`config.mk`:
```
export PLATFORM = sky130hd
export DESIGN_NAME = decode_stage
export DESIGN_NICKNAME = d
export VERILOG_FILES = /design/src/rtl/decode_stage.sv
export SDC_FILE = /design/constraint.sdc
export NUM_CORES = 1
export LEC_CHECK = 0
export ABC_CLOCK_PERIOD_IN_PS = 2000
export BUFFER_PORTS_ARGS = -buffer_cell sky130_fd_sc_hd__buf_2
export CELL_PAD_IN_SITES_DETAIL_PLACEMENT = 2
export CELL_PAD_IN_SITES_GLOBAL_PLACEMENT = 2
export CORE_ASPECT_RATIO = 2
export CORE_MARGIN = 2
export CORE_UTILIZATION = 27
export CTS_CLUSTER_SIZE = 28
export DETAILED_ROUTE_END_ITERATION = 6
export PLACE_DENSITY = 0.76
export SLEW_MARGIN = 30
export SYNTH_ARGS = -nofsm -noshare
export SYNTH_HDL_FRONTEND = slang
export SYNTH_SLANG_ARGS = --single-unit
```
`constraint.sdc`:
```
create_clock -name clk -period 2 [get_ports clk]
set_input_delay 0.1 -clock clk [delete_from_list [all_inputs] [get_ports clk]]
set_output_delay 0.1 -clock clk [all_outputs]
set_load 0.02 [all_outputs]
```
`src/rtl/decode_stage.sv`:
```
// decode_stage: registered instruction-decode stage with valid/ready on both
// sides, single-bubble load-use hazard insertion, synchronous flush and a
// saturating stall-cycle counter.
module decode_stage #(
    parameter int INSTR_W = 16,
    parameter int REG_AW  = 3,
    parameter int IMM_W   = 6,
    parameter int JUMP_W  = 8,
    parameter int SHAMT_W = 3,
    parameter int CNT_W   = 16
) (
    input  logic               clk,
    input  logic               rst_n,
    input  logic [INSTR_W-1:0] instr,
    input  logic               in_valid,
    output logic               in_ready,
    input  logic               out_ready,
    output logic               out_valid,
    input  logic               flush,
    output logic [3:0]         opcode,
    output logic [REG_AW-1:0]  wreg_sig,
    output logic [REG_AW-1:0]  rreg_sig1,
    output logic [REG_AW-1:0]  rreg_sig2,
    output logic [IMM_W-1:0]   imm,
    output logic [JUMP_W-1:0]  jump_addr,
    output logic [SHAMT_W-1:0] shamt,
    output logic               pc_select,
    output logic               alu_out_select,
    output logic               reg_write,
    output logic               rd_select,
    output logic               mul_flag,
    output logic [1:0]         src2_select,
    output logic [CNT_W-1:0]   stall_count
);

    localparam logic [3:0] OP_LI   = 4'd6;
    localparam logic [3:0] OP_LW   = 4'd7;
    localparam logic [3:0] OP_SW   = 4'd8;
    localparam logic [3:0] OP_JUMP = 4'd9;
    localparam logic [3:0] OP_MUL  = 4'd10;

    // Pipeline register contents
    logic               valid_q;
    logic [3:0]         op_q;
    logic [REG_AW-1:0]  wreg_q, rs1_q, rs2_q;
    logic [IMM_W-1:0]   imm_q;
    logic [JUMP_W-1:0]  jaddr_q;
    logic [SHAMT_W-1:0] shamt_q;
    logic               pcsel_q, aosel_q, rw_q, rdsel_q, mul_q;
    logic [1:0]         s2sel_q;
    logic [CNT_W-1:0]   cnt_q;

    // Incoming instruction fields and decoded controls
    logic [3:0]         op_d;
    logic [REG_AW-1:0]  wreg_d, rs1_d, rs2_d;
    logic [IMM_W-1:0]   imm_d;
    logic [JUMP_W-1:0]  jaddr_d;
    logic [SHAMT_W-1:0] shamt_d;
    logic               pcsel_d, aosel_d, rw_d, rdsel_d, mul_d;
    logic [1:0]         s2sel_d;
    logic               reads_rs1, reads_rs2;
    logic               hazard, capture, drain;
    logic [CNT_W-1:0]   cnt_d;

    assign op_d    = instr[3:0];
    assign wreg_d  = instr[4 +: REG_AW];
    assign rs1_d   = instr[4+REG_AW +: REG_AW];
    assign rs2_d   = instr[4+2*REG_AW +: REG_AW];
    assign imm_d   = instr[INSTR_W-1 -: IMM_W];
    assign jaddr_d = instr[4 +: JUMP_W];
    assign shamt_d = instr[INSTR_W-1 -: SHAMT_W];

    // Opcode-to-control decode of the incoming instruction
    always_comb begin
        pcsel_d   = (op_d == OP_JUMP);
        aosel_d   = (op_d == OP_LW);
        rdsel_d   = (op_d == OP_LI);
        mul_d     = (op_d == OP_MUL);
        rw_d      = !((op_d == OP_SW) || (op_d == OP_JUMP));
        s2sel_d   = 2'd0;
        if (op_d >= 4'd5 && op_d <= 4'd8)
            s2sel_d = 2'd1;
        else if (op_d == 4'd1 || op_d == 4'd2)
            s2sel_d = 2'd2;
        reads_rs1 = !((op_d == OP_LI) || (op_d == OP_JUMP));
        reads_rs2 = (op_d inside {4'd0, 4'd3, 4'd4, 4'd8}) || (op_d >= 4'd10);
    end

    // Load-use hazard: the lw in the stage writes a register the incoming instr reads
    always_comb begin
        hazard = valid_q && (op_q == OP_LW) && in_valid &&
                 ((reads_rs1 && (rs1_d == wreg_q)) || (reads_rs2 && (rs2_d == wreg_q)));
        in_ready = (!valid_q || out_ready) && !hazard && !flush;
        capture  = in_valid && in_ready;
        drain    = valid_q && out_ready;
        cnt_d    = cnt_q;
        if (hazard && !flush && (cnt_q != {CNT_W{1'b1}}))
            cnt_d = cnt_q + CNT_W'(1);
    end

    // Pipeline register: reset > flush > capture > drain-to-bubble > hold
    always_ff @(posedge clk) begin
        if (!rst_n || flush || (drain && !capture)) begin
            valid_q <= 1'b0;
            op_q    <= '0;
            wreg_q  <= '0;
            rs1_q   <= '0;
            rs2_q   <= '0;
            imm_q   <= '0;
            jaddr_q <= '0;
            shamt_q <= '0;
            pcsel_q <= 1'b0;
            aosel_q <= 1'b0;
            rw_q    <= 1'b0;
            rdsel_q <= 1'b0;
            mul_q   <= 1'b0;
            s2sel_q <= 2'd0;
        end else if (capture) begin
            valid_q <= 1'b1;
            op_q    <= op_d;
            wreg_q  <= wreg_d;
            rs1_q   <= rs1_d;
            rs2_q   <= rs2_d;
            imm_q   <= imm_d;
            jaddr_q <= jaddr_d;
            shamt_q <= shamt_d;
            pcsel_q <= pcsel_d;
            aosel_q <= aosel_d;
            rw_q    <= rw_d;
            rdsel_q <= rdsel_d;
            mul_q   <= mul_d;
            s2sel_q <= s2sel_d;
        end
    end

    // Saturating stall-cycle counter, cleared only by reset
    always_ff @(posedge clk) begin
        if (!rst_n)
            cnt_q <= '0;
        else
            cnt_q <= cnt_d;
    end

    assign out_valid      = valid_q;
    assign opcode         = op_q;
    assign wreg_sig       = wreg_q;
    assign rreg_sig1      = rs1_q;
    assign rreg_sig2      = rs2_q;
    assign imm            = imm_q;
    assign jump_addr      = jaddr_q;
    assign shamt          = shamt_q;
    assign pc_select      = pcsel_q;
    assign alu_out_select = aosel_q;
    assign reg_write      = rw_q;
    assign rd_select      = rdsel_q;
    assign mul_flag       = mul_q;
    assign src2_select    = s2sel_q;
    assign stall_count    = cnt_q;

endmodule

```
**Yosys cells after proc, flatten, opt, wreduce, memory -nomap -nowiden**

Index checks and enable logic that the tools add are counted.

- $add $sub $neg: 1
- $lt $le $gt $ge: 3
- Equality and inequality tests: 13
- Mux-type cells: 2
- Reduce and logical (&&, ||, !) cells: 30

Operators with widths:

| kind | count |
|---|---|
| $add 16x1->16 const B | 1 |
| $eq 4x3->1 const B | 4 |
| $ne 16x16->1 const B | 1 |
| $logic_and 1x1->1 | 13 |
| $eq 4x4->1 const B | 3 |
| $eq 4x2->1 const B | 2 |
| $logic_or 1x1->1 | 8 |
| $logic_not 1->1 | 7 |
| $eq 3x3->1 | 2 |
| $eq 4x1->1 const B | 1 |
| $ge 4x3->1 const B | 1 |
| $ge 4x4->1 const B | 1 |
| $le 4x4->1 const B | 1 |
| $logic_not 4->1 | 1 |
| $mux 2 | 2 |
| $reduce_bool 4->1 | 1 |

- Flip-flop bits (word level): 54
- Input port bits: 21
- Output and inout bits: 55
- Logic and storage cells: 64

**Longest topological paths before layout**

Gate-level depths: netlist (run 1).

- Depth in word-level cells: 13
- Mapped depth: 9
- Depth with buffers taken out: 6

**Worst setup path after synthesis (run 1)**

Ideal clock, no wire load.

- Path kind: reg-to-reg
- From: register valid_q (netlist: out_valid)
- To: register imm_q[2] (netlist: imm[2])
- Arrival time: 1.908 ns
- Data required time: 1.886 ns
- Slack: -0.023 ns
- Cell stages (with the launch flop): 8
- Path buffers: 1
- Period minus slack after synthesis: 2.023 ns
- Path through: dfxtp_1 > and4b_1 > nand3_2 > or4_1 > nand3_1 > a31o_2 > buf_4 > nor2_1

- Cells in the longest elaborated chain, start to end: 10
- Elaborated cells on any way between the ends: 13
- Classes of those cells: 13 x reduce/logical

Ends and longest elaborated chain:

| what | RTL line | text |
|---|---|---|
| start, declared | 43 | `logic valid_q;` |
| start signal, assigned | 104 | `valid_q <= 1'b0;` |
| start signal, assigned | 119 | `valid_q <= 1'b1;` |
| $logic_and 1x1->1 (3 in a row) | 91 | `hazard = valid_q && (op_q == OP_LW) && in_valid &&` |
| $logic_not 1->1 | 93 | `in_ready = (!valid_q \|\| out_ready) && !hazard && !flush;` |
| $logic_and 1x1->1 (2 in a row) | 93 |  |
| $logic_and 1x1->1 | 94 | `capture = in_valid && in_ready;` |
| $logic_not 1->1 | 103 | `if (!rst_n \|\| flush \|\| (drain && !capture)) begin` |
| $logic_and 1x1->1 | 103 |  |
| $logic_or 1x1->1 | 103 |  |
| end signal, assigned | 124 | `imm_q <= imm_d;` |
| end, declared | 46 | `logic [IMM_W-1:0] imm_q;` |

Parallel ways exist; a longest one is shown, timed or not.
A chain may end at the register's enable or synchronous reset.

**Worst setup path after layout (run 1)**

- From: register op_q[3] (netlist: opcode[3])
- To: output port in_ready

- Cells in the longest elaborated chain, start to end: 7

Ends and longest elaborated chain:

| what | RTL line | text |
|---|---|---|
| start, declared | 44 | `logic [3:0] op_q;` |
| start signal, assigned | 120 | `op_q <= op_d;` |
| $eq 4x3->1 | 91 |  |
| $logic_and 1x1->1 (3 in a row) | 91 |  |
| $logic_not 1->1 | 93 |  |
| $logic_and 1x1->1 (2 in a row) | 93 |  |
| end, declared | 16 | `output logic in_ready,` |

Every way passes these cells.

==> results of run 1 <==
final timing paths:
check                                              start                          end  slack [ns]  cells after the start
worst max-delay path              opcode[3]$_SDFFE_PP0P_                     in_ready        0.04                      5
worst min-delay path                            instr[6]    jump_addr[2]$_SDFFE_PP0P_        0.06                      3
worst max register to register  wreg_sig[1]$_SDFFE_PP0P_  stall_count[5]$_SDFFE_PN0P_        0.06                      7
worst min register to register    rd_select$_SDFFE_PP0P_       rd_select$_SDFFE_PP0P_        0.46                      2
routing by layer:
metal / part of all wire / up-vias / GRT usage
li1: - / 944 / -
met5: 0 / - / 0
met4: 0.022 / 0 / 0.0738
met3: 0.035 / 6 / 0.0288
met1: 0.33 / 970 / 0.159
met2: 0.61 / 50 / 0.339
final cells by class:
| class | count | area share |
|---|---|---|
| Clock buffer | 5 | 0.0453 |
| Clock inverter | 3 | 0.00680 |
| Inverter | 3 | 0.00408 |
| Multi-Input combinational cell | 159 | 0.401 |
| Sequential cell | 40 | 0.292 |
| Tap cell | 92 | 0.0417 |
| Timing Repair Buffer | 96 | 0.209 |
stage by stage:
step | total power (µW) | setup TNS (ns) | hold WS, ns | setup slack, ns | utilization
finish | 1820 | 0 | 0.0554 | 0.0448 | 0.383
global route | 1890 | -0.403 | 0.0724 | -0.0504 | 0.383
CTS | 1830 | -0.0256 | 0.0407 | -0.0181 | 0.372
detailed placement | 1020 | -1.32 | 0.343 | -0.0755 | 0.347
global placement | 1010 | -0.134 | 0.335 | -0.0146 | 0.347
floorplan | 938 | 0 | 0.243 | 0.0142 | -
report_power, final:
part	internal [µW]	switching (µW)
combinational	82.2	114
clock	460	345
sequential	807	8.33
cell families after synthesis:
family | share of synthesized area
buffers and inverters | 0.0857
AND/OR/NAND/NOR | 0.242
AO/OA/AOI/OAI | 0.131
multiplexers | 0.0958
adder cells (fa/ha/maj) | 0.00630
XOR/XNOR | 0.0353
flip-flops | 0.404
repair_timing:
action,4_1_cts,5_1_grt
pin swaps,3,5
resized for setup,7,15
buffers inserted,1,1
setup endpoints to repair,31,33
layout by cell type, fill, tap and decap left out, types with 2 or more instances in the layout:
cell	n
nand2b_1	3
buf_12	3
nand3_1	9
nor2_1	24
clkinv_2	2
or3_1	11
a21oi_1	11
a211oi_2	2
dfxtp_2	5
a21oi_2	6
and3_1	6
dfxtp_1	35
clkbuf_16	5
mux2i_1	19
nor3_1	2
o21ai_0	12
inv_1	3
buf_2	74
xnor2_1	4
or3_4	4
nand4_1	4
or2b_1	2
buf_4	18
nand2_1	13
xnor2_2	3
critical path: cells and delay by family, from the launching register on:
kind / cells / cell delay [ns]
buf+inv: 1 / 0.12
flops: 1 / 0.31
simple gates: 4 / 1.13
cells in the mapped netlist (all sizes together), types with 2 or more instances:
| master | n |
|---|---|
| a211oi | 3 |
| a21oi | 17 |
| and3 | 7 |
| buf | 20 |
| clkbuf | 3 |
| dfxtp | 40 |
| inv | 3 |
| mux2i | 19 |
| nand2 | 14 |
| nand2b | 4 |
| nand3 | 10 |
| nand4 | 4 |
| nor2 | 25 |
| nor3 | 3 |
| o211ai | 2 |
| o21ai | 13 |
| or2b | 2 |
| or3 | 15 |
| xnor2 | 7 |
sequential cells by signal (all words and copies together), names as in the netlist, 2 cells and up:
signal / cells
stall_count: 16
imm: 4
jump_addr: 2
opcode: 4
src2_select: 2
wreg_sig: 2
rreg_sig1: 2
rreg_sig2: 2
==> results.json, run 1 <==
{
  "status": "finished clean",
  "fp.dieH_um": 125,
  "place.gp.congestion": 0.743,
  "rsz0062_at_grt": "yes",
  "cp-start-kind": "flop",
  "clk_pin_slew_ns": 0.06,
  "tightest_slew_ns": 0.538,
  "netlist_top_cells_area": "dfxtp_1, mux2i_1, buf_4, or3_1, nor2_1",
  "crit_slowest_cell": "or4_4",
  "grt-ovfl-total": 0,
  "setup.worst_path.end_class": "output port",
  "clk_path_buf_depth": 2,
  "postRouteAntennaNets": 0,
  "hold_path.class": "primary input to flop",
  "diodes": 0,
  "ys_seq_elements": 40,
  "n_fill_cell": 845,
  "seq_area_um2": 807,
  "worstPathCellList": "and4b_1 -> nand3_2 -> or4_4 -> and3_4 -> buf_6",
  "final_cell_count_no_fill": 398,
  "clock_tree.root_cell": "clkbuf_16",
  "antenna_found_initial": 0,
  "synth_warnings": 0,
  "drc": 0,
  "finalMaxSlewViolations": 0,
  "path_class": "flop to output port",
  "die_area_um2": 8090,
  "synth_edf_count": 0,
  "cts_inserted_buffers": 5,
  "io_buffers": 75,
  "postSynthAreaPerCell_um2": 8.82,
  "avgRoutedWirePerCell_um": 16.2,
  "setup-violations-final": 0,
  "hold_viol": 0,
  "num_rows": 44,
  "grt_use_total": 0.170,
  "synthFlopType": "dfxtp_1",
  "critPathMaxFanout": 4,
  "worstPathArrival_ns": 1.86,
  "vdd_drop_max_v": 0.000373,
  "synth-seq-area-share": 0.404,
  "dp_hpwl_um": 4830,
  "placed_cells_incl_taps": 388,
  "cts_hold_buf": 0,
  "multi_input_area_um2": 1110,
  "place_area_um2": 2500,
  "drtIter0Drc": 39,
  "synth_async_sr_flop_share": 0,
  "clkLatencyLatePin_ns": 0.29,
  "synth_top_cell_by_area": "dfxtp_1",
  "synth_fp_nets": 247,
  "viasPerCell": 4.95,
  "power_density_nw_per_um2": 658,
  "min_period_over_period": 0.978,
  "clock_skew_ns": 0.00446,
  "drtPass1Iterations": 2,
  "maxCapViolCount": 0,
  "cts_tree": "yes",
  "fin_crit_ns": 1.96,
  "postLayoutCellArea_um2": 2760,
  "synth_top_cell_area_share": 0.404,
  "cpPeakStageDelay_ns": 0.54,
  "grt_pass1_vias": 2119,
  "fmax_ghz": 0.511,
  "fp.dieW_um": 64.6,
  "pin_count": 76,
  "synth.distinct_cells": 43,
  "h-tree-depth": 2,
  "fin_nets": 327,
  "grt_pass1_wl_um": 10500,
  "vias": 1970,
  "synth_area_um2": 1980,
  "leakage_uw": 0.00120,
  "start_util": 0.275,
  "coreArea_um2": 7210,
  "timing.slew.headroom": 0.641,
  "grt_max_degree": 27,
  "synthCells": 225,
  "drt-total-wl_um": 6460,
  "syn_to_final_growth_pct": 39.1,
  "drive_above_1_share": 0.441,
  "crit_required_ns": 1.90,
  "cts_sinks": 40
}
No activity file was read; power rests on OpenSTA's default activity.
==> run 2, diff against run 1 <==
--- a/config.mk
+++ b/config.mk
@@ -6,7 +6,7 @@
 export NUM_CORES = 1
 export LEC_CHECK = 0
 export ABC_CLOCK_PERIOD_IN_PS = 2000
-export BUFFER_PORTS_ARGS = -buffer_cell sky130_fd_sc_hd__buf_2
+export BUFFER_PORTS_ARGS = -buffer_cell sky130_fd_sc_hd__buf_4
 export CELL_PAD_IN_SITES_DETAIL_PLACEMENT = 2
 export CELL_PAD_IN_SITES_GLOBAL_PLACEMENT = 2
 export CORE_ASPECT_RATIO = 2
==> run 2 against run 1 <==
Effect of this change:
- critical endpoint unchanged
- maximum frequency is 2.0% lower
- die area unchanged
- critical path depth stayed put
- core utilization rose by 2.6 points
- global-route usage is 0.23 points higher
==> results.json, run 2 (synthesized netlist as in run 1, its figures left out) <==
{
  "status": "finished clean",
  "antenna_found_initial": 0,
  "cpPeakStageDelay_ns": 0.55,
  "io_buffers": 75,
  "place.gp.congestion": 0.772,
  "intPower_uw": 1490,
  "timing.slew.headroom": 0.637,
  "hold_viol": 0,
  "final_cell_count_no_fill": 399,
  "tns_ns": 0,
  "crit_family": "simple AND/OR/NAND/NOR gates",
  "grt_max_degree": 27,
  "drt-total-wl_um": 6670,
  "pwr-share-comb": 0.108,
  "worstPathCellList": "and4b_1 -> nand3_4 -> or4_4 -> and3_4 -> buf_6",
  "setup.worst_path.end_class": "output port",
  "grt_use_total": 0.172,
  "h-tree-depth": 2,
  "drc": 0,
  "p_seq_frac": 0.416,
  "clock_tree.root_cell": "clkbuf_16",
  "vdd_drop_max_v": 0.000390,
  "clk_path_buf_depth": 2,
  "crit_slowest_cell": "or4_4",
  "cts_tree": "yes",
  "clock_skew_ns": 0.00220,
  "avgRoutedWirePerCell_um": 16.7,
  "post-route-util": 0.409,
  "placed_cells_incl_taps": 388,
  "min_period_over_period": 0.997,
  "path_class": "flop to output port",
  "critPathMaxFanout": 4,
  "postLayoutCellArea_um2": 2950,
  "clkLatencyLatePin_ns": 0.29,
  "coreArea_um2": 7210,
  "crit_required_ns": 1.90,
  "fp.dieH_um": 125,
  "fin_nets": 328,
  "critPathBufInv": 1,
  "layout_common_cells": "buf_4, dfxtp_1, nor2_1",
  "place_area_um2": 2690,
  "fin_crit_ns": 1.99,
  "netSwitchingPower_uw": 469,
  "diodes": 0,
  "finalMaxSlewViolations": 0,
  "cp-start-kind": "flop",
  "drtIter0Drc": 43,
  "syn_to_final_growth_pct": 48.6,
  "clk_pin_slew_ns": 0.06,
  "grt_pass1_vias": 2128,
  "maxCapViolCount": 0,
  "final_common_cell": "buf_4",
  "drive_above_1_share": 0.417,
  "die_area_um2": 8090,
  "dp_hpwl_um": 5030,
  "power_switching_share": 0.239,
  "power_frac_clock": 0.476,
  "grt_pass1_wl_um": 10600,
  "setup-violations-final": 0,
  "power_density_nw_per_um2": 665,
  "postRouteAntennaNets": 0,
  "worstPathArrival_ns": 1.89,
  "grt-ovfl-total": 0,
  "rsz0062_at_grt": "yes",
  "drtPass1Iterations": 3,
  "largest_register_ffs": 16,
  "hold_path.class": "primary input to flop",
  "vias": 1975,
  "num_rows": 44,
  "start_util": 0.275,
  "fp.dieW_um": 64.6,
  "tightest_slew_ns": 0.544,
  "cts_sinks": 40,
  "pin_count": 76,
  "cts_hold_buf": 0,
  "viasPerCell": 4.95,
  "leakage_uw": 0.00121,
  "cts_inserted_buffers": 5,
  "fmax_ghz": 0.501
}
-- run 2: cell count changes in the layout (fill, tap and decap cells not counted), moves of 2 or more --
| cell | delta |
|---|---|
| buf_2 | -74 |
| buf_4 | +75 |
| xnor2_1 | +3 |
| a21oi_1 | +2 |
| or3_1 | +3 |
| a21oi_2 | -3 |
| or3_4 | -3 |
| xnor2_2 | -3 |
-- run 2: final cells by class --
type / instances / area (µm²)
Clock buffer: 5 / 125
Clock inverter: 3 / 42.5
Fill cell: 809 / 4260
Inverter: 3 / 11.3
Multi-Input combinational cell: 159 / 1080
Sequential cell: 40 / 807
Tap cell: 92 / 115
Timing Repair Buffer: 97 / 769
-- run 2: per-layer routing --
metal | track usage | up-vias | wire, µm
li1 | - | 942 | -
met1 | 0.161 | 971 | 2230
met3 | 0.0297 | 10 | 224
met2 | 0.345 | 52 | 4070
met5 | 0 | - | 0
met4 | 0.0726 | 0 | 144
-- run 2: worst reg2reg max path, cell delays in order, from the launching register on --
cell and delay (ns):
dfxtp_2 0.32, and4b_1 0.29, nand3_4 0.12, a211oi_2 0.33, o211ai_2 0.16, buf_12 0.18
or3_1 0.37, a21oi_2 0.14
-- run 2: power groups by stage --
stage / registers, µW / clock network (µW) / logic, µW
floorplan: 843 / 0 / 95.7
global placement: 832 / 0 / 202
detailed placement: 832 / 0 / 207
CTS: 815 / 952 / 213
global route: 816 / 989 / 230
finish: 815 / 934 / 212
-- run 2: metrics by stage --
| stage | power, µW | hold WS, ns | setup slack [ns] |
|---|---|---|---|
| 2_1_floorplan | 938 | 0.243 | 0.0142 |
| 3_3_place_gp | 1030 | 0.338 | -0.0102 |
| 4_1_cts | 1980 | 0.0438 | -0.0228 |
| 5_1_grt | 2030 | 0.0613 | -0.0693 |
| 6_report | 1960 | 0.0449 | 0.00557 |
| 3_5_place_dp | 1040 | 0.344 | -0.0559 |
-- run 2: path summary, 6_finish.rpt --
| check | start | end | slack, ns | cells past startpoint |
|---|---|---|---|---|
| max reg2reg | opcode[3]$_SDFFE_PP0P_ | stall_count[5]$_SDFFE_PN0P_ | 0.03 | 7 |
| min reg2reg | src2_select[1]$_SDFFE_PP0P_ | src2_select[1]$_SDFFE_PP0P_ | 0.45 | 2 |
| min | instr[4] | wreg_sig[0]$_SDFFE_PP0P_ | 0.04 | 3 |
| max | opcode[3]$_SDFFE_PP0P_ | in_ready | 0.006 | 5 |
-- run 2: repair_timing --
action                     in CTS  in global routing
resized for setup               8                  7
pin swaps                       5                  2
setup buffers                   2                  1
setup endpoints to repair      33                 36
==> run 3, diff against run 2 <==
--- a/config.mk
+++ b/config.mk
@@ -7,7 +7,8 @@
 export LEC_CHECK = 0
 export ABC_CLOCK_PERIOD_IN_PS = 2000
 export BUFFER_PORTS_ARGS = -buffer_cell sky130_fd_sc_hd__buf_4
-export CELL_PAD_IN_SITES_DETAIL_PLACEMENT = 2
+export CAP_MARGIN = 20
+export CELL_PAD_IN_SITES_DETAIL_PLACEMENT = 0
 export CELL_PAD_IN_SITES_GLOBAL_PLACEMENT = 2
 export CORE_ASPECT_RATIO = 2
 export CORE_MARGIN = 2
==> run 3 against run 2 <==
Effect of this change:
- critical path depth is the same
- clock power shrank 2.6%
- maximum frequency is essentially flat
- register-to-register slack lost 0.02 ns
- flip-flop and latch count is the same
- sequential share of layout area shrank 0.37 points
- die area is the same
- final area grew 1.2%
- count of clock-buffer cells in the layout grew 1
- setup slack gained 0.0018 ns
- largest cell class unchanged
- critical path type unchanged
==> results.json, run 3 (synthesized netlist as in run 1, its figures left out) <==
{
  "setup.worst_path.end_class": "output port",
  "tightest_slew_ns": 0.503,
  "timing.slew.headroom": 0.661,
  "vias": 1919,
  "critPathMaxFanout": 4,
  "drc": 0,
  "setup-violations-final": 0,
  "worstPathArrival_ns": 1.89,
  "antenna_found_initial": 0,
  "critPathBufInv": 1,
  "die_area_um2": 8090,
  "avgRoutedWirePerCell_um": 14.4,
  "fin_nets": 330,
  "coreArea_um2": 7210,
  "num_rows": 44,
  "grt_max_degree": 27,
  "grt-ovfl-total": 0,
  "fp.dieW_um": 64.6,
  "pin_count": 76,
  "r2r_end": "stall_count[5]$_SDFFE_PN0P_",
  "min_path_cells": 3,
  "rr_worst_depth": 8,
  "clock_skew_ns": 0.00384,
  "drtIter0Drc": 85,
  "crit_required_ns": 1.90,
  "path_depth": 5,
  "syn_to_final_growth_pct": 50.4,
  "cts_tree": "yes",
  "whs_ns": 0.0517,
  "leakage_uw": 0.00123,
  "start_util": 0.275,
  "h-tree-depth": 2,
  "postRouteAntennaNets": 0,
  "rrSetupSlack_ns": 0.007,
  "status": "finished clean",
  "fp.dieH_um": 125,
  "place_area_um2": 2690,
  "path_class": "flop to output port",
  "hold_viol": 0,
  "min_period_over_period": 0.996,
  "diodes": 0,
  "viasPerCell": 4.79,
  "vdd_drop_max_v": 0.000296,
  "grt_use_total": 0.147,
  "cts_inserted_buffers": 5,
  "clock_tree.root_cell": "clkbuf_16",
  "cp-start-kind": "flop",
  "cpPeakStageDelay_ns": 0.57,
  "dp_hpwl_um": 4310,
  "largest_register_ffs": 16,
  "final_common_cell": "buf_4",
  "rsz0062_at_grt": "yes",
  "clk_pin_slew_ns": 0.06,
  "drive_above_1_share": 0.414,
  "io_buffers": 75,
  "placed_cells_incl_taps": 388,
  "worstPathCellList": "and4b_1 -> nand3_4 -> or4_4 -> and3_4 -> buf_6",
  "place.gp.congestion": 0.772,
  "final_cell_count_no_fill": 401,
  "grt_pass1_wl_um": 9080,
  "finalMaxSlewViolations": 0,
  "hold_start": "instr[6]",
  "rr_startpoint": "opcode[2]$_SDFFE_PP0P_",
  "crit_family": "simple AND/OR/NAND/NOR gates",
  "drtPass1Iterations": 4,
  "maxCapViolCount": 0,
  "fin_crit_ns": 1.99,
  "layout_common_cells": "buf_4, dfxtp_1, nor2_1",
  "grt_pass1_vias": 1832,
  "cts_hold_buf": 0,
  "hold_path.class": "primary input to flop",
  "power_density_nw_per_um2": 647,
  "crit_slowest_cell": "or4_4",
  "hold_end": "jump_addr[2]$_SDFFE_PP0P_",
  "clk_path_buf_depth": 2,
  "clkLatencyLatePin_ns": 0.28,
  "drt-total-wl_um": 5790,
  "postLayoutCellArea_um2": 2990,
  "fmax_ghz": 0.502,
  "cts_sinks": 40
}
run 3: area by class of cell:
cell class	count	area [µm²]
fillers	779	4230
multi-input cells	159	1080
repair buffers	99	810
flip-flops and latches	40	806
clock buffers	6	129
well taps	92	115
clock inverters	2	35.0
inverters	3	11.3
run 3: what timing repair did:
action	in CTS	in global routing
endpoints found under the setup margin	13	15
cloned	0	1
setup buffers	3	1
resized for setup	5	16
pin swaps	1	4
run 3: stage by stage:
stage          worst slack, ns  utilization  power (µW)  TNS [ns]
6_report               0.00740        0.414        1930         0
5_1_grt                -0.0589        0.414        2010    -0.512
4_1_cts                0.00613        0.403        1960         0
3_5_place_dp           -0.0483        0.373        1030    -0.234
3_3_place_gp           -0.0102        0.373        1030   -0.0102
2_1_floorplan           0.0142            -         938         0
run 3: worst max path at each step:
stage                                            from                            to  slack, ns
after global placement         opcode[3]$_SDFFE_PP0P_  stall_count[13]$_SDFFE_PN0P_      -0.01
after global routing           opcode[3]$_SDFFE_PP0P_   stall_count[5]$_SDFFE_PN0P_      -0.06
final                          opcode[2]$_SDFFE_PP0P_                      in_ready      0.007
after CTS                   jump_addr[2]$_SDFFE_PP0P_   stall_count[5]$_SDFFE_PN0P_      0.006
after detailed placement       opcode[3]$_SDFFE_PP0P_   stall_count[5]$_SDFFE_PN0P_      -0.05
after floorplan           stall_count[0]$_SDFFE_PN0P_   stall_count[0]$_SDFFE_PN0P_       0.01
run 3: report_power, final:
| group | switching, µW | internal [µW] |
|---|---|---|
| logic | 109 | 97.2 |
| registers | 8.13 | 807 |
| clock network | 323 | 587 |
run 3: worst reg2reg max path, delay by kind of cell, from the launching register on:
| family | cells | cell delay, ns |
|---|---|---|
| AO/OA/AOI/OAI | 3 | 0.52 |
| buffers and inverters | 2 | 0.31 |
| flip-flops | 1 | 0.34 |
| AND/OR/NAND/NOR | 3 | 0.73 |
run 3: layer usage:
metal  vias to the layer above  global-route usage  wire [µm]
li1                        945                   -          -
met1                       910               0.147       2050
met2                        58               0.273       3360
met3                         6              0.0360        272
met4                         0              0.0688        115
met5                         -                   0          0
